<file path="src/rtl/midi_pkg.sv">
// Shared MIDI definitions: default baud, status-byte masks and the serial FSM
// state encoding used by both the transmitter and the receiver.
package midi_pkg;

    localparam int MIDI_BAUD_DEF = 31250;

    localparam logic [7:0] STATUS_MASK  = 8'h80;
    localparam logic [7:0] SYSTEM_MASK  = 8'hF0;
    localparam logic [7:0] REALTIME_MIN = 8'hF8;

    typedef enum logic [1:0] {
        IDLE  = 2'd0,
        START = 2'd1,
        DATA  = 2'd2,
        STOP  = 2'd3
    } midi_state_t;

    // Channel voice/mode status: 0x80..0xEF
    function automatic logic is_channel_status(input logic [7:0] b);
        return ((b & STATUS_MASK) != 8'h00) && ((b & SYSTEM_MASK) != SYSTEM_MASK);
    endfunction

    // System common: 0xF0..0xF7
    function automatic logic is_system_common(input logic [7:0] b);
        return ((b & SYSTEM_MASK) == SYSTEM_MASK) && (b < REALTIME_MIN);
    endfunction

endpackage

</file>
<file path="src/rtl/single_midi_out_if.sv">
// Byte handshake between a MIDI byte producer (master) and the serial
// transmitter (slave).
interface single_midi_out_if #(
    parameter int BYTE_W = 8
);
    logic [BYTE_W-1:0] data_tx;
    logic              tx_valid;
    logic              tx_ready;

    modport master (output data_tx, output tx_valid, input tx_ready);
    modport slave  (input data_tx, input tx_valid, output tx_ready);
endinterface

</file>
<file path="src/rtl/midi_baud_tick.sv">
// Bit-period counter: runs 0..CLKS_PER_BIT-1 unless cleared. o_tick marks the
// last clock of a bit, o_pre_tick the clock before it. Needs CLKS_PER_BIT >= 2.
module midi_baud_tick #(
    parameter int CLKS_PER_BIT = 1600
) (
    input  logic clk,
    input  logic rst,
    input  logic i_clear,
    output logic o_tick,
    output logic o_pre_tick
);
    localparam int CNT_W = (CLKS_PER_BIT > 1) ? $clog2(CLKS_PER_BIT) : 1;
    localparam logic [CNT_W-1:0] LAST = CNT_W'(CLKS_PER_BIT - 1);
    localparam logic [CNT_W-1:0] PRE  = CNT_W'(CLKS_PER_BIT - 2);

    logic [CNT_W-1:0] r_cnt;

    always_ff @(posedge clk or posedge rst) begin
        if (rst) begin
            r_cnt <= '0;
        end else if (i_clear || r_cnt == LAST) begin
            r_cnt <= '0;
        end else begin
            r_cnt <= r_cnt + 1'b1;
        end
    end

    assign o_tick     = (r_cnt == LAST);
    assign o_pre_tick = (r_cnt == PRE);
endmodule

</file>
<file path="src/rtl/single_midi_out.sv">
// MIDI 8N1 serial transmitter, one byte per valid/ready handshake, LSB first.
// Define MIDI_TX_RUNNING_STATUS_EN to drop repeated channel status bytes.
module single_midi_out
    import midi_pkg::*;
#(
    parameter int SYSCLK_F     = 50000000,
    parameter int MIDI_BAUD    = MIDI_BAUD_DEF,
    parameter int BYTE_W       = 8,
    parameter int CLKS_PER_BIT = SYSCLK_F / MIDI_BAUD
) (
    input  logic                     sys_clk,
    input  logic                     rst,
    single_midi_out_if.slave         tx_if,
    output logic                     MIDI_OUT,
    output logic                     busy,
    output logic                     byte_done_strobe
);
    midi_state_t       r_state;
    logic [BYTE_W-1:0] r_shift;
    logic [2:0]        r_bit_cnt;
    logic              r_line;
    logic              r_ready;
    logic              r_busy;
    logic              r_strobe;

    logic w_hs;
    logic w_skip;
    logic w_tick;
    logic w_pre_tick;

    assign w_hs = tx_if.tx_valid && r_ready;

`ifdef MIDI_TX_RUNNING_STATUS_EN
    logic [BYTE_W-1:0] r_rs;

    // r_rs only ever holds a channel status byte, so bit 7 means "valid"
    assign w_skip = r_rs[7] && (tx_if.data_tx == r_rs);

    always_ff @(posedge sys_clk or posedge rst) begin
        if (rst) begin
            r_rs <= '0;
        end else if (w_hs) begin
            if (is_channel_status(tx_if.data_tx)) begin
                r_rs <= tx_if.data_tx;
            end else if (is_system_common(tx_if.data_tx)) begin
                r_rs <= '0;
            end
        end
    end
`else
    assign w_skip = 1'b0;
`endif

    midi_baud_tick #(
        .CLKS_PER_BIT(CLKS_PER_BIT)
    ) u_baud (
        .clk       (sys_clk),
        .rst       (rst),
        .i_clear   (r_state == IDLE),
        .o_tick    (w_tick),
        .o_pre_tick(w_pre_tick)
    );

    always_ff @(posedge sys_clk or posedge rst) begin
        if (rst) begin
            r_state   <= IDLE;
            r_shift   <= '0;
            r_bit_cnt <= '0;
            r_line    <= 1'b1;
            r_ready   <= 1'b1;
            r_busy    <= 1'b0;
            r_strobe  <= 1'b0;
        end else begin
            r_strobe <= 1'b0;
            case (r_state)
                IDLE: begin
                    if (w_hs) begin
                        if (w_skip) begin
                            r_strobe <= 1'b1;
                        end else begin
                            r_state   <= START;
                            r_shift   <= tx_if.data_tx;
                            r_bit_cnt <= '0;
                            r_line    <= 1'b0;
                            r_ready   <= 1'b0;
                            r_busy    <= 1'b1;
                        end
                    end
                end
                START: begin
                    if (w_tick) begin
                        r_state <= DATA;
                        r_line  <= r_shift[0];
                    end
                end
                DATA: begin
                    if (w_tick) begin
                        r_shift <= r_shift >> 1;
                        if (r_bit_cnt == 3'd7) begin
                            r_state <= STOP;
                            r_line  <= 1'b1;
                        end else begin
                            r_bit_cnt <= r_bit_cnt + 3'd1;
                            r_line    <= r_shift[1];
                        end
                    end
                end
                STOP: begin
                    // Strobe is registered one clock early so it lands on the last stop clock
                    if (w_pre_tick) begin
                        r_strobe <= 1'b1;
                    end
                    if (w_tick) begin
                        r_state <= IDLE;
                        r_ready <= 1'b1;
                        r_busy  <= 1'b0;
                    end
                end
                default: begin
                    r_state <= IDLE;
                    r_line  <= 1'b1;
                    r_ready <= 1'b1;
                    r_busy  <= 1'b0;
                end
            endcase
        end
    end

    assign tx_if.tx_ready   = r_ready;
    assign MIDI_OUT         = r_line;
    assign busy             = r_busy;
    assign byte_done_strobe = r_strobe;
endmodule

</file>
<file path="src/flat_wrapper.sv">
// flat-port wrapper written by rule: the top's interface ports become plain ports
module single_midi_out_flat import midi_pkg::*;
#(
    parameter int SYSCLK_F     = 50000000,
    parameter int MIDI_BAUD    = MIDI_BAUD_DEF,
    parameter int BYTE_W       = 8,
    parameter int CLKS_PER_BIT = SYSCLK_F / MIDI_BAUD
)
  (sys_clk, rst, MIDI_OUT, busy, byte_done_strobe, tx_if_data_tx, tx_if_tx_valid, tx_if_tx_ready);
  single_midi_out_if #(.BYTE_W(BYTE_W)) tx_if_i ();
  input  logic sys_clk;
  input  logic rst;
  output logic MIDI_OUT;
  output logic busy;
  output logic byte_done_strobe;
  input wire logic [$bits(tx_if_i.data_tx)-1:0] tx_if_data_tx;
  input wire logic [$bits(tx_if_i.tx_valid)-1:0] tx_if_tx_valid;
  output wire logic [$bits(tx_if_i.tx_ready)-1:0] tx_if_tx_ready;
  assign tx_if_i.data_tx = tx_if_data_tx;
  assign tx_if_i.tx_valid = tx_if_tx_valid;
  assign tx_if_tx_ready = tx_if_i.tx_ready;
  single_midi_out #(.SYSCLK_F(SYSCLK_F), .MIDI_BAUD(MIDI_BAUD), .BYTE_W(BYTE_W), .CLKS_PER_BIT(CLKS_PER_BIT)) u_core (.sys_clk(sys_clk), .rst(rst), .tx_if(tx_if_i), .MIDI_OUT(MIDI_OUT), .busy(busy), .byte_done_strobe(byte_done_strobe));
endmodule
</file>
<file path="config.mk">
export PLATFORM = sky130hd
export DESIGN_NAME = single_midi_out_flat
export DESIGN_NICKNAME = d
export VERILOG_FILES = /design/src/rtl/midi_pkg.sv /design/src/rtl/single_midi_out_if.sv /design/src/rtl/midi_baud_tick.sv /design/src/rtl/single_midi_out.sv /design/src/flat_wrapper.sv
export SDC_FILE = /design/constraint.sdc
export NUM_CORES = 1
export LEC_CHECK = 0
export BUFFER_PORTS_ARGS = -buffer_cell sky130_fd_sc_hd__buf_4
export CORE_MARGIN = 3
export CORE_UTILIZATION = 62
export CTS_CLUSTER_DIAMETER = 150
export DETAILED_ROUTE_END_ITERATION = 8
export PLACE_DENSITY = 0.83
export SETUP_SLACK_MARGIN = 0.5
export SLEW_MARGIN = 20
export SYNTH_ARGS = -nofsm -noshare
export SYNTH_HDL_FRONTEND = slang
export SYNTH_SLANG_ARGS = --single-unit
export TNS_END_PERCENT = 1
</file>
<file path="constraint.sdc">
create_clock -name sys_clk -period 4.7 [get_ports sys_clk]
set_clock_uncertainty 0.05 [all_clocks]
set_input_delay 1.41 -clock sys_clk [delete_from_list [all_inputs] [get_ports sys_clk]]
set_output_delay 1.41 -clock sys_clk [all_outputs]
set_load 0.05 [all_outputs]
</file>
Word level (Yosys, flattened, before mapping)
Index checks and enable logic that the tools add are counted.
{"block": "totals", "reg_bits": 28, "output_inout_bits": 4}
{"block": "op_classes", "n_addsub": 2, "n_reduce_logical": 11, "mux": 26, "eq_ne": 12}
{"cell": "11-bit == test (second input constant)", "count": 2}
{"cell": "8-bit 2-to-1 mux", "count": 2}
{"cell": "8-bit case mux with 2 select lines", "count": 1}
{"cell": "11-bit by 1-bit adder with 11-bit output (second input constant)", "count": 1}
{"cell": "11-bit 2-to-1 mux", "count": 1}
{"cell": "2-bit 2-to-1 mux", "count": 5}
{"cell": "1-bit 2-to-1 mux", "count": 9}
{"cell": "3-bit 2-to-1 mux", "count": 3}
{"cell": "2-bit != test (second input constant)", "count": 4}
{"cell": "2-bit case mux with 4 select lines", "count": 1}
{"cell": "4-bit AND reduction", "count": 2}
{"cell": "3-bit case mux with 2 select lines", "count": 1}
{"cell": "3-bit AND reduction", "count": 2}
{"cell": "5-bit AND reduction", "count": 1}
{"cell": "2-bit == test (second input constant)", "count": 2}
{"cell": "2-bit by 1-bit != test with 1-bit output (second input constant)", "count": 2}
{"cell": "1-bit case mux with 2 select lines", "count": 2}
{"cell": "2-bit nonzero test", "count": 2}
{"cell": "3-bit by 1-bit adder with 3-bit output (second input constant)", "count": 1}
{"cell": "3-bit == test (second input constant)", "count": 1}
{"cell": "1-bit case mux with 3 select lines", "count": 1}
{"cell": "3-bit nonzero test", "count": 1}
{"cell": "2-bit by 1-bit == test with 1-bit output (second input constant)", "count": 1}
{"cell": "2-bit logical NOT", "count": 1}
{"cell": "2 further kinds", "count": 2}

Depth between registers and ports, before layout
Gate-level depths: netlist (run 1).
{"block": "logic_depth", "word_depth": 4, "ltp_mapped": 7, "depth_no_buf": 6}

Modules after synthesis
Synthesis (run 1) repeated with hierarchy kept, for this count alone.
{"block": "unflattened", "cells_unflattened": 149, "area_unflattened_um2": 1565.3}
{"module": "single_midi_out", "area_each_um2": 991.0, "n_inst": 1, "cells_per_inst": 91}
{"module": "midi_baud_tick", "area_each_um2": 574.3, "n_inst": 1, "cells_per_inst": 58}

Worst setup path after synthesis (run 1)
Ideal clock, no wire load.
{"block": "synth_timing", "kind": "input-to-reg", "start": "in tx_if_tx_valid", "end": "reg u_core.r_state[1]", "slack_ps": 1848, "path_stages": 4, "setup_time_ps": 125, "arrival_time_ps": 2677, "n_path_buf": 0, "path_cell_list": "a21boi_0 > or4_2 > o21bai_1 > mux2_2"}
{"block": "synth_between", "elab_chain_len": 3}
{"item": "start, declared", "line": "flat_wrapper.sv:17", "source": "input wire logic [$bits(tx_if_i.tx_valid)-1:0] tx_if_tx_valid;"}
{"item": "1-bit logical AND", "line": "single_midi_out.sv:31", "source": "assign w_hs = tx_if.tx_valid && r_ready;"}
{"item": "2-bit by 1-bit != test with 1-bit output (no line)"}
{"item": "5-bit AND reduction (no line)"}
{"item": "end signal, assigned", "line": "single_midi_out.sv:66", "source": "r_state <= IDLE;"}
{"item": "end signal, assigned", "line": "single_midi_out.sv:81", "source": "r_state <= START;"}
{"item": "end signal, assigned", "line": "single_midi_out.sv:92", "source": "r_state <= DATA;"}
{"item": "end, declared", "line": "single_midi_out.sv:18", "source": "midi_state_t r_state;"}
No other way between the ends.
A chain may end at the register's enable or synchronous reset.

Worst setup path after layout (run 1)
{"block": "layout_timing", "start": "in tx_if_tx_valid", "end": "reg u_core.r_shift[5]"}
{"block": "layout_between", "elab_chain_len": 3}
{"item": "1-bit logical AND", "line": "single_midi_out.sv:31"}
{"item": "2-bit by 1-bit != test with 1-bit output (no line)"}
{"item": "3-bit AND reduction (no line)"}
{"item": "end signal, assigned", "line": "single_midi_out.sv:82", "source": "r_shift <= tx_if.data_tx;"}
{"item": "end signal, assigned", "line": "single_midi_out.sv:98", "source": "r_shift <= r_shift >> 1;"}
{"item": "end, declared", "line": "single_midi_out.sv:19", "source": "logic [BYTE_W-1:0] r_shift;"}
No other way between the ends.

==> impl_results.html, run 1 <==
<table>
<tr><th>Metric</th><th>Value</th></tr>
<tr><th colspan="2">Routing</th></tr>
<tr><td>Pre-Repair DR Iteration Count</td><td>4</td></tr>
<tr><td>Via density</td><td>approximately 5.8</td></tr>
<tr><td>Routed len/inst</td><td>between 15 and 20 um</td></tr>
<tr><td>Total number of vias</td><td>around 1,100</td></tr>
<tr><td>Routed wire length</td><td>approximately 2800 um</td></tr>
<tr><td>Drt first-iter violations</td><td>18</td></tr>
<tr><td># DRC</td><td>0</td></tr>
<tr><td>Number of nets with antenna violations after detailed routing</td><td>0</td></tr>
<tr><th colspan="2">Floorplanning</th></tr>
<tr><td>Number of placement rows</td><td>17</td></tr>
<tr><td>Overall die area</td><td>0.003086 sq mm</td></tr>
<tr><td>Initial Utilization</td><td>0.6690</td></tr>
<tr><td>Placeable core area</td><td>~0.0023 sq mm</td></tr>
<tr><td>Number of I/O pins</td><td>15</td></tr>
<tr><td>Die Width</td><td>about 56 um</td></tr>
<tr><td>Height of the chip</td><td>55.56 um</td></tr>
<tr><th colspan="2">Worst hold path</th></tr>
<tr><td>Hold path start</td><td>u_core.u_baud.r_cnt[0]$_DFF_PP0_</td></tr>
<tr><td>WHS Path Cells</td><td>1</td></tr>
<tr><td>Hold worst-path end</td><td>u_core.u_baud.r_cnt[0]$_DFF_PP0_</td></tr>
<tr><td>HP Class</td><td>flop to flop</td></tr>
<tr><th colspan="2">Setup path</th></tr>
<tr><td>FF-to-FF setup slack</td><td>2.20 ns</td></tr>
<tr><td>CP Launch Type</td><td>input port</td></tr>
<tr><td>Worst r2r dst</td><td>u_core.r_shift[5]$_DFFE_PP0P_</td></tr>
<tr><td>Max Fanout on Critical Path</td><td>10</td></tr>
<tr><td>Arrival time of data at the critical path endpoint</td><td>between 2 and 3 ns</td></tr>
<tr><td>Type of element capturing the critical path</td><td>flop</td></tr>
<tr><td>Cell depth of the worst flop-to-flop path</td><td>5</td></tr>
<tr><td>Type of the worst setup path</td><td>input port to flop</td></tr>
<tr><td>Worst reg2reg path startpoint</td><td>u_core.r_state[0]$_DFFE_PP0P_</td></tr>
<tr><td>Required time at the endpoint of the critical path</td><td>~4.9 ns</td></tr>
<tr><th colspan="2">Global route</th></tr>
<tr><td>Largest net degree at the start of global routing</td><td>29</td></tr>
<tr><td>Global route total overflow</td><td>0</td></tr>
<tr><td>Vias in the first global route</td><td>~1,000</td></tr>
<tr><td>Global-route wire length before repair</td><td>4961 um</td></tr>
<tr><td>Total Routing Usage GR</td><td>0.2010</td></tr>
<tr><td>Number of antenna violations at the first check in global routing</td><td>0</td></tr>
<tr><th colspan="2">Placed design</th></tr>
<tr><td>Cell area after placement</td><td>0.001640 sq mm</td></tr>
<tr><td>Final weighted congestion of routability-driven global placement</td><td>slightly above 0.8</td></tr>
<tr><td>Placed Cells incl. Taps</td><td>approximately 180</td></tr>
<tr><td>Count of port buffers added during placement</td><td>14</td></tr>
<tr><td>Half-perimeter wire length after detailed placement</td><td>between 2000 and 2500 um</td></tr>
<tr><th colspan="2">Clocking</th></tr>
<tr><td>CTS-repair resized insts</td><td>0</td></tr>
<tr><td>Clock latency of the later-clocked register in the worst-skew pair</td><td>0.33 ns</td></tr>
<tr><td>TritonCTS clock tree</td><td>built</td></tr>
<tr><td>Buffer depth of the longest clock path</td><td>2</td></tr>
<tr><td>Number of setup buffers added after CTS</td><td>0</td></tr>
<tr><td>Clock tree sinks</td><td>28</td></tr>
<tr><td>Clock transition at path regs</td><td>approximately 0.15 ns</td></tr>
<tr><td>Master cell of the clock root buffer</td><td>sky130_fd_sc_hd__clkbuf_4</td></tr>
<tr><td>Hold-fix buffers at CTS</td><td>0</td></tr>
<tr><td>Number of buffers added by the clock tree synthesis step</td><td>3</td></tr>
<tr><td># H-tree levels</td><td>1</td></tr>
<tr><th colspan="2">Timing</th></tr>
<tr><td>Pins Over Slew Limit</td><td>0</td></tr>
<tr><td>Final worst path period need</td><td>between 2 and 3 ns</td></tr>
<tr><td>Setup repair after global routing missed its margin</td><td>false</td></tr>
<tr><td>Worst slew margin relative to its limit</td><td>0.3394</td></tr>
<tr><td>Achievable frequency</td><td>between 300 and 400 MHz</td></tr>
<tr><td>Tightest Pin Transition</td><td>around 0.98 ns</td></tr>
<tr><td>Hold violation total from the final report</td><td>0</td></tr>
<tr><td>Portion of the clock cycle consumed by the worst path in the final layout</td><td>0.5915</td></tr>
<tr><td>Setup Viol. Count Final</td><td>0</td></tr>
<tr><td>Aggregate negative setup slack</td><td>0 ns</td></tr>
<tr><th colspan="2">Cells and area</th></tr>
<tr><td>Area Growth Syn to Fin</td><td>10.11%</td></tr>
<tr><td>Design area</td><td>about 0.0017 sq mm</td></tr>
<tr><td>Most used cells in the layout excluding fill and tap cells</td><td>26 x sky130_fd_sc_hd__dfrtp_1, 18 x sky130_fd_sc_hd__nor2_1, 14 x sky130_fd_sc_hd__buf_4, 9 x sky130_fd_sc_hd__mux2_2</td></tr>
<tr><td>Number of nets in the layout</td><td>between 150 and 200</td></tr>
<tr><td>Fraction of final layout cells with drive strength greater than 1</td><td>0.2774</td></tr>
<tr><td>Post-route non-filler standard cell count</td><td>between 150 and 200</td></tr>
<tr><td>ANT cells</td><td>0</td></tr>
<tr><td>Most common cell after layout, fill and taps aside</td><td>sky130_fd_sc_hd__dfrtp_1</td></tr>
<tr><th colspan="2">Pwr</th></tr>
<tr><td>Cell Pwr Density</td><td>230.7 mW/mm^2</td></tr>
<tr><td>Sum of internal, switching and leakage power</td><td>just under 400 uW</td></tr>
<tr><td>P_leak</td><td>between 0.7 and 0.8 nW</td></tr>
<tr><td>Worst supply voltage drop on vdd</td><td>around 0.20 mV</td></tr>
<tr><th colspan="2">Logic synthesis</th></tr>
<tr><td>Number of warnings issued by yosys</td><td>0</td></tr>
<tr><td>Share of flip-flops with an asynchronous set or reset</td><td>1.000</td></tr>
<tr><td>Synthesized area per cell</td><td>roughly 11 sq um</td></tr>
<tr><td>Count of flip-flops with a built-in enable after synthesis</td><td>0</td></tr>
<tr><td>Post-Synthesis Cell Area</td><td>between 0.0015 and 0.002 sq mm</td></tr>
<tr><td>Fraction of the yosys area taken by sequential cells</td><td>0.4618</td></tr>
<tr><td>Synthesized net count</td><td>160</td></tr>
<tr><td>Number of distinct library cells after synthesis</td><td>35</td></tr>
<tr><td>Register bit count reported by yosys</td><td>28</td></tr>
<tr><td>Synthesized instance count</td><td>roughly 140</td></tr>
<tr><td>Predominant post-synthesis flop cell</td><td>sky130_fd_sc_hd__dfrtp_1</td></tr>
<tr><th colspan="2">Run status</th></tr>
<tr><td>Result of the run</td><td>finished clean</td></tr>
<tr><th colspan="2">Run</th></tr>
<tr><td>Maximum Capacitance Violations</td><td>0</td></tr>
</table>
==> cells in the mapped netlist (3+ instances only) <==
cell,instances,area (sq um)
sky130_fd_sc_hd__dfrtp_1,26,650.6
sky130_fd_sc_hd__inv_1,7,26.28
sky130_fd_sc_hd__o21ai_0,8,40.04
sky130_fd_sc_hd__mux2_4,7,105.1
sky130_fd_sc_hd__a21o_2,3,26.28
sky130_fd_sc_hd__nand3_1,6,30.03
sky130_fd_sc_hd__ha_1,8,100.1
sky130_fd_sc_hd__xnor2_1,8,70.07
sky130_fd_sc_hd__mux2_2,9,101.4
sky130_fd_sc_hd__nor3_1,4,20.02
sky130_fd_sc_hd__nand2_1,8,30.03
sky130_fd_sc_hd__nor2_1,18,67.56
==> logic make-up after synthesis <==
kind of cell | synth area share
simple gates | 0.1602
fa+ha+maj | 0.06574
mux | 0.1356
flops | 0.4618
xor+xnor | 0.05177
compound gates | 0.09286
buf+inv | 0.03205
==> final cells by class <==
type                       instances  area (sq um)
multi-input combinational        102         770.7
sequential                        28         703.2
fill                             172         599.3
timing repair buffer              14         105.1
clock buffer                       4         36.28
tap                               28         35.03
inverter                           7         26.28
==> registers in the layout (all words and copies together) (netlist names) <==
register / cells
u_core.tx_if.tx_ready: 1
u_core.r_shift: 8
u_core.r_state: 2
u_core.u_baud.r_cnt: 11
u_core.MIDI_OUT: 1
u_core.r_bit_cnt: 3
u_core.byte_done_strobe: 1
u_core.busy: 1
==> where the power goes <==
part           switching (mW)  leakage (nW)  total, mW  internal, mW
combinational         0.00841         0.419     0.0208        0.0124
clock                  0.0717        0.0210      0.119        0.0475
sequential            0.00222         0.330      0.247         0.245
==> worst max path at each step <==
stage,from,to,slack (ns),cells after the start
after floorplan,tx_if_tx_valid,u_core.r_state[1]$_DFFE_PP0P_,1.85,4
after global placement,tx_if_tx_valid,u_core.r_state[1]$_DFFE_PP0P_,1.68,5
after global routing,tx_if_tx_valid,u_core.r_shift[5]$_DFFE_PP0P_,1.85,4
final,tx_if_tx_valid,u_core.r_shift[5]$_DFFE_PP0P_,1.92,4
after CTS,tx_if_tx_valid,u_core.r_shift[5]$_DFFE_PP0P_,1.97,4
after detailed placement,tx_if_tx_valid,u_core.r_shift[5]$_DFFE_PP0P_,1.60,4
==> routing by layer <==
metal	global-route usage	vias to the layer above	routed length (um)
met5	0	-	0
met4	0.09028	0	76
met3	0.02570	9	54
met2	0.3277	14	1394
met1	0.2663	525	1269
li1	-	517	-
==> per-stage QoR <==
step | hold WS (ns) | setup WS (ns) | utilization
5_1_grt | 0.4772 | 1.854 | 0.7367
3_5_place_dp | 0.4267 | 1.601 | 0.7207
3_3_place_gp | 0.4226 | 1.682 | 0.7207
2_1_floorplan | 0.4015 | 1.848 | -
4_1_cts | 0.4593 | 1.973 | 0.7367
6_report | 0.4677 | 1.920 | 0.7367
==> worst max-delay path, cell delays in order <==
cell and delay [ns]:
sky130_fd_sc_hd__buf_4 0.12, sky130_fd_sc_hd__a21boi_0 0.57, sky130_fd_sc_hd__a211o_1 0.51, sky130_fd_sc_hd__mux2_4 0.35
(Power assumes the default switching activity.)
==> run 2, diff against run 1 <==
--- a/config.mk
+++ b/config.mk
@@ -7,10 +7,10 @@
 export LEC_CHECK = 0
 export BUFFER_PORTS_ARGS = -buffer_cell sky130_fd_sc_hd__buf_4
 export CORE_MARGIN = 3
-export CORE_UTILIZATION = 62
+export CORE_UTILIZATION = 52
 export CTS_CLUSTER_DIAMETER = 150
 export DETAILED_ROUTE_END_ITERATION = 8
-export PLACE_DENSITY = 0.83
+export PLACE_DENSITY = 0.74
 export SETUP_SLACK_MARGIN = 0.5
 export SLEW_MARGIN = 20
 export SYNTH_ARGS = -nofsm -noshare
==> constraint.sdc (replaced) <==
create_clock -name sys_clk -period 2.32 [get_ports sys_clk]
set_clock_uncertainty 0.05 [all_clocks]
set_input_delay 0.696 -clock sys_clk [delete_from_list [all_inputs] [get_ports sys_clk]]
set_output_delay 0.696 -clock sys_clk [all_outputs]
set_load 0.05 [all_outputs]
==> run 2 against run 1 <==
Compared with the run above: combinational power increased by 110%; highest routed layer unchanged; largest power group unchanged; clock power increased by 98%; sequential cell count unchanged; first-iteration DRC count increased by 94%.
==> impl_results.html, run 2 (synthesis gave the netlist of run 1 again) <==
<table>
<tr><th>Metric</th><th>Value</th></tr>
<tr><th colspan="2">Run status</th></tr>
<tr><td>Result of the run</td><td>finished clean</td></tr>
<tr><th colspan="2">Placed design</th></tr>
<tr><td>Final weighted congestion of routability-driven global placement</td><td>0.8957</td></tr>
<tr><td>Placed Cells incl. Taps</td><td>around 190</td></tr>
<tr><td>Placement Setup Slack</td><td>approximately 0.10 ns</td></tr>
<tr><td>Count of port buffers added during placement</td><td>14</td></tr>
<tr><td>Cell area after placement</td><td>between 0.0015 and 0.002 sq mm</td></tr>
<tr><td>Half-perimeter wire length after detailed placement</td><td>between 2000 and 2500 um</td></tr>
<tr><th colspan="2">Cells and area</th></tr>
<tr><td>Most common cell after layout, fill and taps aside</td><td>sky130_fd_sc_hd__buf_4</td></tr>
<tr><td>ANT cells</td><td>0</td></tr>
<tr><td>Fraction of final layout cells with drive strength greater than 1</td><td>0.3815</td></tr>
<tr><td>Number of nets in the layout</td><td>about 190</td></tr>
<tr><td>Design area</td><td>0.001861 sq mm</td></tr>
<tr><td>Biggest registers after layout</td><td>u_core.u_baud.r_cnt x11, u_core.r_shift x8, u_core.r_bit_cnt x3</td></tr>
<tr><td>Number of inserted filler cells in the final layout</td><td>around 190</td></tr>
<tr><td>Most flops, register</td><td>u_core.u_baud.r_cnt</td></tr>
<tr><td>Area Growth Syn to Fin</td><td>22.19%</td></tr>
<tr><td>Most used cells in the layout excluding fill and tap cells</td><td>30 x sky130_fd_sc_hd__buf_4, 26 x sky130_fd_sc_hd__dfrtp_1, 18 x sky130_fd_sc_hd__nor2_1</td></tr>
<tr><td>Utilization after layout</td><td>0.7061</td></tr>
<tr><td>Flip-flop count of the largest register after layout</td><td>11</td></tr>
<tr><td>Post-route non-filler standard cell count</td><td>203</td></tr>
<tr><th colspan="2">Routing</th></tr>
<tr><td>Routed wire length</td><td>around 3200 um</td></tr>
<tr><td>Met2 wire length</td><td>around 1600 um</td></tr>
<tr><td>Routed length on met1</td><td>1431 um</td></tr>
<tr><td># DRC</td><td>0</td></tr>
<tr><td>Number of nets with antenna violations after detailed routing</td><td>0</td></tr>
<tr><td>Routed len/inst</td><td>15.55 um</td></tr>
<tr><td>Via density</td><td>5.640</td></tr>
<tr><td>Pre-Repair DR Iteration Count</td><td>4</td></tr>
<tr><td>Top routing layer used</td><td>met4</td></tr>
<tr><td>Drt first-iter violations</td><td>35</td></tr>
<tr><td>Met3 wire length</td><td>111 um</td></tr>
<tr><td>Total number of vias</td><td>around 1,100</td></tr>
<tr><th colspan="2">Setup path</th></tr>
<tr><td>Setup crit start</td><td>u_core.u_baud.r_cnt[7]$_DFF_PP0_</td></tr>
<tr><td>Arrival time of data at the critical path endpoint</td><td>approximately 2.2 ns</td></tr>
<tr><td>Type of the worst setup path</td><td>flop to flop</td></tr>
<tr><td>Standard cell with the maximum stage delay on the critical path</td><td>sky130_fd_sc_hd__dfrtp_1</td></tr>
<tr><td>Max stage delay on crit path</td><td>between 0.4 and 0.5 ns</td></tr>
<tr><td>Required time at the endpoint of the critical path</td><td>2.50 ns</td></tr>
<tr><td>Max Fanout on Critical Path</td><td>5</td></tr>
<tr><td>CP Launch Type</td><td>flop</td></tr>
<tr><td>Worst r2r dst</td><td>u_core.r_shift[5]$_DFFE_PP0P_</td></tr>
<tr><td>Cells traversed along the worst timing path</td><td>or3b_4 -&gt; or3_4 -&gt; a211o_4 -&gt; mux2_4</td></tr>
<tr><td>FF-to-FF setup slack</td><td>about 0.27 ns</td></tr>
<tr><td>Cell depth of the worst flop-to-flop path</td><td>4</td></tr>
<tr><td>Type of element capturing the critical path</td><td>flop</td></tr>
<tr><td>Worst reg2reg path startpoint</td><td>u_core.u_baud.r_cnt[7]$_DFF_PP0_</td></tr>
<tr><th colspan="2">Floorplanning</th></tr>
<tr><td>Die Width</td><td>60.12 um</td></tr>
<tr><td>Number of I/O pins</td><td>15</td></tr>
<tr><td>Placeable core area</td><td>between 0.002 and 0.003 sq mm</td></tr>
<tr><td>Initial Utilization</td><td>0.5779</td></tr>
<tr><td>Height of the chip</td><td>roughly 60 um</td></tr>
<tr><td>Number of placement rows</td><td>18</td></tr>
<tr><td>Overall die area</td><td>between 0.003 and 0.004 sq mm</td></tr>
<tr><th colspan="2">Timing</th></tr>
<tr><td>Worst slew margin relative to its limit</td><td>0.7077</td></tr>
<tr><td>Hold Slack</td><td>0.3662 ns</td></tr>
<tr><td>Tightest Pin Transition</td><td>approximately 0.44 ns</td></tr>
<tr><td>Achievable frequency</td><td>approximately 500 MHz</td></tr>
<tr><td>Hold violation total from the final report</td><td>0</td></tr>
<tr><td>Aggregate negative setup slack</td><td>0 ns</td></tr>
<tr><td>Pins Over Slew Limit</td><td>0</td></tr>
<tr><td>Setup repair after global routing missed its margin</td><td>true</td></tr>
<tr><td>Setup Viol. Count Final</td><td>0</td></tr>
<tr><td>Final worst path period need</td><td>slightly above 2 ns</td></tr>
<tr><td>Worst-case setup margin in the final layout</td><td>roughly 0.27 ns</td></tr>
<tr><td>Portion of the clock cycle consumed by the worst path in the final layout</td><td>0.8849</td></tr>
<tr><th colspan="2">Clocking</th></tr>
<tr><td>Master cell of the clock root buffer</td><td>sky130_fd_sc_hd__clkbuf_4</td></tr>
<tr><td># H-tree levels</td><td>1</td></tr>
<tr><td>Clock tree sinks</td><td>28</td></tr>
<tr><td>Buffer depth of the longest clock path</td><td>2</td></tr>
<tr><td>Clock transition at path regs</td><td>approximately 0.15 ns</td></tr>
<tr><td>Clock latency of the later-clocked register in the worst-skew pair</td><td>between 0.3 and 0.4 ns</td></tr>
<tr><td>Number of buffers added by the clock tree synthesis step</td><td>3</td></tr>
<tr><td>TritonCTS clock tree</td><td>built</td></tr>
<tr><th colspan="2">Pwr</th></tr>
<tr><td>Cell Pwr Density</td><td>between 400 and 500 mW/mm^2</td></tr>
<tr><td>P_leak</td><td>0.8660 nW</td></tr>
<tr><td>Worst supply voltage drop on vdd</td><td>approximately 0.44 mV</td></tr>
<tr><td>Sum of internal, switching and leakage power</td><td>778.9 uW</td></tr>
<tr><th colspan="2">Global route</th></tr>
<tr><td>Largest net degree at the start of global routing</td><td>29</td></tr>
<tr><td>Global-route wire length before repair</td><td>5106 um</td></tr>
<tr><td>Total Routing Usage GR</td><td>0.1910</td></tr>
<tr><td>Vias in the first global route</td><td>between 1,000 and 1,500</td></tr>
<tr><td>Global route total overflow</td><td>0</td></tr>
<tr><td>Number of antenna violations at the first check in global routing</td><td>0</td></tr>
<tr><th colspan="2">Run</th></tr>
<tr><td>Maximum Capacitance Violations</td><td>0</td></tr>
<tr><th colspan="2">Worst hold path</th></tr>
<tr><td>HP Class</td><td>input port to async pin</td></tr>
</table>
## run 2: area by class of cell
type | instances | area [sq um] | area share
multi-input combinational | 103 | 820.8 | 0.4412
tap | 30 | 37.54 | 0.02017
inverter | 7 | 26.28 | 0.01412
sequential | 28 | 703.2 | 0.3779
clock buffer | 4 | 36.28 | 0.01950
timing repair buffer | 31 | 236.5 | 0.1271
## run 2: layer usage
metal / global-route usage / up-vias
met5: 0 / -
met4: 0.06646 / 0
met3: 0.02376 / 2
met2: 0.3225 / 29
met1: 0.2503 / 559
li1: - / 555
## run 2: worst max path at each step
stage	slack [ns]	cells past startpoint	endpoint
6_report	0.27	4	u_core.r_shift[5]$_DFFE_PP0P_
5_1_grt	0.23	4	u_core.r_shift[5]$_DFFE_PP0P_
4_1_cts	0.27	4	u_core.r_shift[5]$_DFFE_PP0P_
3_5_place_dp	0.10	4	u_core.r_shift[5]$_DFFE_PP0P_
3_3_place_gp	0.15	4	u_core.r_shift[5]$_DFFE_PP0P_
2_1_floorplan	0.28	5	u_core.r_shift[0]$_DFFE_PP0P_
## run 2: what timing repair did
action	4_1_cts	5_1_grt
cloned	1	0
hold buffers	0	0
buffers inserted	8	3
gates resized for setup	3	6
pin swaps	3	4
setup endpoints to repair	22	25
## run 2: power breakdown
group          total, mW  leakage [nW]  switching, mW  internal (mW)
Combinational     0.0435         0.515         0.0173         0.0261
Clock              0.236        0.0210          0.140         0.0960
Sequential         0.500         0.330        0.00423          0.495
Total              0.779         0.866          0.161          0.618
## run 2: worst max-delay path: cells and delay by family, from the launching register on
family          cells  cell delay (ns)
flops               1             0.42
compound gates      1             0.39
mux                 1             0.32
simple gates        2             0.78
==> run 3, diff against run 2 <==
--- a/config.mk
+++ b/config.mk
@@ -10,6 +10,7 @@
 export CORE_UTILIZATION = 52
 export CTS_CLUSTER_DIAMETER = 150
 export DETAILED_ROUTE_END_ITERATION = 8
+export GPL_TIMING_DRIVEN = 0
 export PLACE_DENSITY = 0.74
 export SETUP_SLACK_MARGIN = 0.5
 export SLEW_MARGIN = 20
==> run 3 against run 2 <==
Compared with the run above: die area is the same; register-to-register slack lost 0.02 ns; maximum frequency shrank 0.90%; final area shrank 1.1%; via count shrank 1.7%; clock power grew 2%; worst setup slack lost 0.019 ns; combinational power shrank 3%; final cell count shrank 0.99%; first-iteration DRC count shrank 2.9%; count of clock-buffer cells in the layout is the same; core utilization shrank 0.76 points; critical path type unchanged.
==> impl_results.html, run 3 (synthesis gave the netlist of run 1 again) <==
<table>
<tr><th>Metric</th><th>Value</th></tr>
<tr><th colspan="2">Run status</th></tr>
<tr><td>Result of the run</td><td>finished clean</td></tr>
<tr><th colspan="2">Routing</th></tr>
<tr><td>Drt first-iter violations</td><td>34</td></tr>
<tr><td>Routed wire length</td><td>2919 um</td></tr>
<tr><td>Pre-Repair DR Iteration Count</td><td>4</td></tr>
<tr><td>Number of nets with antenna violations after detailed routing</td><td>0</td></tr>
<tr><td>Via density</td><td>between 5 and 6</td></tr>
<tr><td>Routed len/inst</td><td>14.52 um</td></tr>
<tr><td># DRC</td><td>0</td></tr>
<tr><td>Total number of vias</td><td>~1,100</td></tr>
<tr><th colspan="2">Timing</th></tr>
<tr><td>Hold violation total from the final report</td><td>0</td></tr>
<tr><td>Portion of the clock cycle consumed by the worst path in the final layout</td><td>0.8929</td></tr>
<tr><td>Setup Viol. Count Final</td><td>0</td></tr>
<tr><td>Worst slew margin relative to its limit</td><td>0.6046</td></tr>
<tr><td>Achievable frequency</td><td>between 400 and 500 MHz</td></tr>
<tr><td>Tightest Pin Transition</td><td>between 0.5 and 0.6 ns</td></tr>
<tr><td>Aggregate negative setup slack</td><td>0 ns</td></tr>
<tr><td>Final worst path period need</td><td>between 2 and 2.5 ns</td></tr>
<tr><td>Setup repair after global routing missed its margin</td><td>true</td></tr>
<tr><td>Pins Over Slew Limit</td><td>0</td></tr>
<tr><td>Hold Slack</td><td>between 0.3 and 0.4 ns</td></tr>
<tr><th colspan="2">Pwr</th></tr>
<tr><td>Cell Pwr Density</td><td>~420 mW/mm^2</td></tr>
<tr><td>Worst supply voltage drop on vdd</td><td>roughly 0.46 mV</td></tr>
<tr><td>P_leak</td><td>0.8593 nW</td></tr>
<tr><th colspan="2">Global route</th></tr>
<tr><td>Met2 demand-to-capacity share in global routing</td><td>0.3256</td></tr>
<tr><td>Largest net degree at the start of global routing</td><td>29</td></tr>
<tr><td>Met1 demand-to-capacity share in global routing</td><td>0.2418</td></tr>
<tr><td>Most utilized layer in the global route result</td><td>met2</td></tr>
<tr><td>Met3 usage</td><td>0.03888</td></tr>
<tr><td>Total Routing Usage GR</td><td>0.1909</td></tr>
<tr><td>Number of antenna violations at the first check in global routing</td><td>0</td></tr>
<tr><td>Vias in the first global route</td><td>between 1,000 and 1,500</td></tr>
<tr><td>Global route total overflow</td><td>0</td></tr>
<tr><td>Global-route wire length before repair</td><td>around 5200 um</td></tr>
<tr><th colspan="2">Worst hold path</th></tr>
<tr><td>HP Class</td><td>input port to async pin</td></tr>
<tr><th colspan="2">Floorplanning</th></tr>
<tr><td>Die Width</td><td>around 60 um</td></tr>
<tr><td>Height of the chip</td><td>60.12 um</td></tr>
<tr><td>Placeable core area</td><td>between 0.002 and 0.003 sq mm</td></tr>
<tr><td>Number of I/O pins</td><td>15</td></tr>
<tr><td>Initial Utilization</td><td>0.5779</td></tr>
<tr><td>Overall die area</td><td>0.003614 sq mm</td></tr>
<tr><td>Number of placement rows</td><td>18</td></tr>
<tr><th colspan="2">Setup path</th></tr>
<tr><td>Arrival time of data at the critical path endpoint</td><td>approximately 2.3 ns</td></tr>
<tr><td>Type of element capturing the critical path</td><td>flop</td></tr>
<tr><td>Required time at the endpoint of the critical path</td><td>2.50 ns</td></tr>
<tr><td>CP Launch Type</td><td>flop</td></tr>
<tr><td>Max Fanout on Critical Path</td><td>5</td></tr>
<tr><td>Type of the worst setup path</td><td>flop to flop</td></tr>
<tr><th colspan="2">Placed design</th></tr>
<tr><td>Cell area after placement</td><td>between 0.0015 and 0.002 sq mm</td></tr>
<tr><td>Count of port buffers added during placement</td><td>14</td></tr>
<tr><td>Half-perimeter wire length after detailed placement</td><td>1967 um</td></tr>
<tr><td>Final weighted congestion of routability-driven global placement</td><td>approximately 0.79</td></tr>
<tr><td>Placed Cells incl. Taps</td><td>around 190</td></tr>
<tr><th colspan="2">Run</th></tr>
<tr><td>Maximum Capacitance Violations</td><td>0</td></tr>
<tr><th colspan="2">Cells and area</th></tr>
<tr><td>Number of nets in the layout</td><td>~190</td></tr>
<tr><td>Most flops, register</td><td>u_core.u_baud.r_cnt</td></tr>
<tr><td>Biggest registers after layout</td><td>u_core.u_baud.r_cnt x11, u_core.r_shift x8, u_core.r_bit_cnt x3</td></tr>
<tr><td>ANT cells</td><td>0</td></tr>
<tr><td>Post-route non-filler standard cell count</td><td>between 200 and 250</td></tr>
<tr><td>Area Growth Syn to Fin</td><td>20.87%</td></tr>
<tr><td>Most used cells in the layout excluding fill and tap cells</td><td>26 x sky130_fd_sc_hd__dfrtp_1, 25 x sky130_fd_sc_hd__buf_4, 18 x sky130_fd_sc_hd__nor2_1, 9 x sky130_fd_sc_hd__mux2_2</td></tr>
<tr><td>Design area</td><td>roughly 0.0018 sq mm</td></tr>
<tr><td>Fraction of final layout cells with drive strength greater than 1</td><td>0.3860</td></tr>
<tr><td>Most common cell after layout, fill and taps aside</td><td>sky130_fd_sc_hd__dfrtp_1</td></tr>
<tr><td>Flip-flop count of the largest register after layout</td><td>11</td></tr>
<tr><th colspan="2">Clocking</th></tr>
<tr><td>Clock transition at path regs</td><td>about 0.15 ns</td></tr>
<tr><td>Clock latency of the later-clocked register in the worst-skew pair</td><td>0.33 ns</td></tr>
<tr><td># H-tree levels</td><td>1</td></tr>
<tr><td>Clock tree sinks</td><td>28</td></tr>
<tr><td>Hold-fix buffers at CTS</td><td>0</td></tr>
<tr><td>Number of buffers added by the clock tree synthesis step</td><td>3</td></tr>
<tr><td>Master cell of the clock root buffer</td><td>sky130_fd_sc_hd__clkbuf_4</td></tr>
<tr><td>Buffer depth of the longest clock path</td><td>2</td></tr>
<tr><td>TritonCTS clock tree</td><td>built</td></tr>
</table>
## run 3: layer usage
metal | share of wire | wire, um
met1 | 0.45 | 1321
met3 | 0.043 | 126
met2 | 0.49 | 1427
met5 | 0 | 0
met4 | 0.015 | 44
## run 3: timing repair
item                       in CTS  in global routing
setup buffers                  10                  1
setup endpoints to repair      26                 27
pin swaps                       3                  1
resized for setup               6                  8
cloned                          1                  0
## run 3: final timing paths
| path | slack (ns) | start | depth (start not counted) | endpoint |
|---|---|---|---|---|
| max | 0.25 | u_core.u_baud.r_cnt[8]$_DFF_PP0_ | 5 | u_core.r_shift[5]$_DFFE_PP0P_ |
| min in group sys_clk | 0.46 | u_core.r_shift[7]$_DFFE_PP0P_ | 1 | u_core.r_shift[7]$_DFFE_PP0P_ |
| min | 0.36 | rst | 2 | u_core.r_bit_cnt[2]$_DFFE_PP0P_ |
| min reg2reg | 0.46 | u_core.r_shift[7]$_DFFE_PP0P_ | 1 | u_core.r_shift[7]$_DFFE_PP0P_ |
| max reg2reg | 0.25 | u_core.u_baud.r_cnt[8]$_DFF_PP0_ | 5 | u_core.r_shift[5]$_DFFE_PP0P_ |
| max in group asynchronous | 1.47 | rst | 2 | u_core.r_bit_cnt[0]$_DFFE_PP0P_ |
## run 3: worst max-delay path, cell delays in order, from the launching register on
cell	delay [ns]
sky130_fd_sc_hd__dfrtp_1	0.42
sky130_fd_sc_hd__or3b_4	0.40
sky130_fd_sc_hd__or3_4	0.34
sky130_fd_sc_hd__a211o_1	0.31
sky130_fd_sc_hd__buf_6	0.16
sky130_fd_sc_hd__mux2_4	0.30
## run 3: cell type report
cell class / count / area, sq um
multi-input cells: 102 / 812.0
fillers: 211 / 794.5
flip-flops and latches: 28 / 703.2
repair buffers: 26 / 198.9
well taps: 30 / 37.54
clock buffers: 4 / 36.28
plain buffers: 4 / 26.28
inverters: 7 / 26.28
## run 3: where the power goes
| group | switching, mW | internal [mW] | total (mW) |
|---|---|---|---|
| clock | 0.144 | 0.0962 | 0.240 |
| sequential | 0.00434 | 0.495 | 0.500 |
| combinational | 0.0170 | 0.0250 | 0.0421 |
| total | 0.165 | 0.617 | 0.782 |
## run 3: per-stage QoR
| stage | total power [mW] | worst slack [ns] | util |
|---|---|---|---|
| floorplan | 0.5319 | 0.2804 | - |
| global placement | 0.5488 | 0.09887 | 0.6330 |
| detailed placement | 0.5514 | 0.06252 | 0.6330 |
| CTS | 0.7957 | 0.2199 | 0.6857 |
| global route | 0.8233 | 0.2029 | 0.6985 |
| finish | 0.7818 | 0.2484 | 0.6985 |
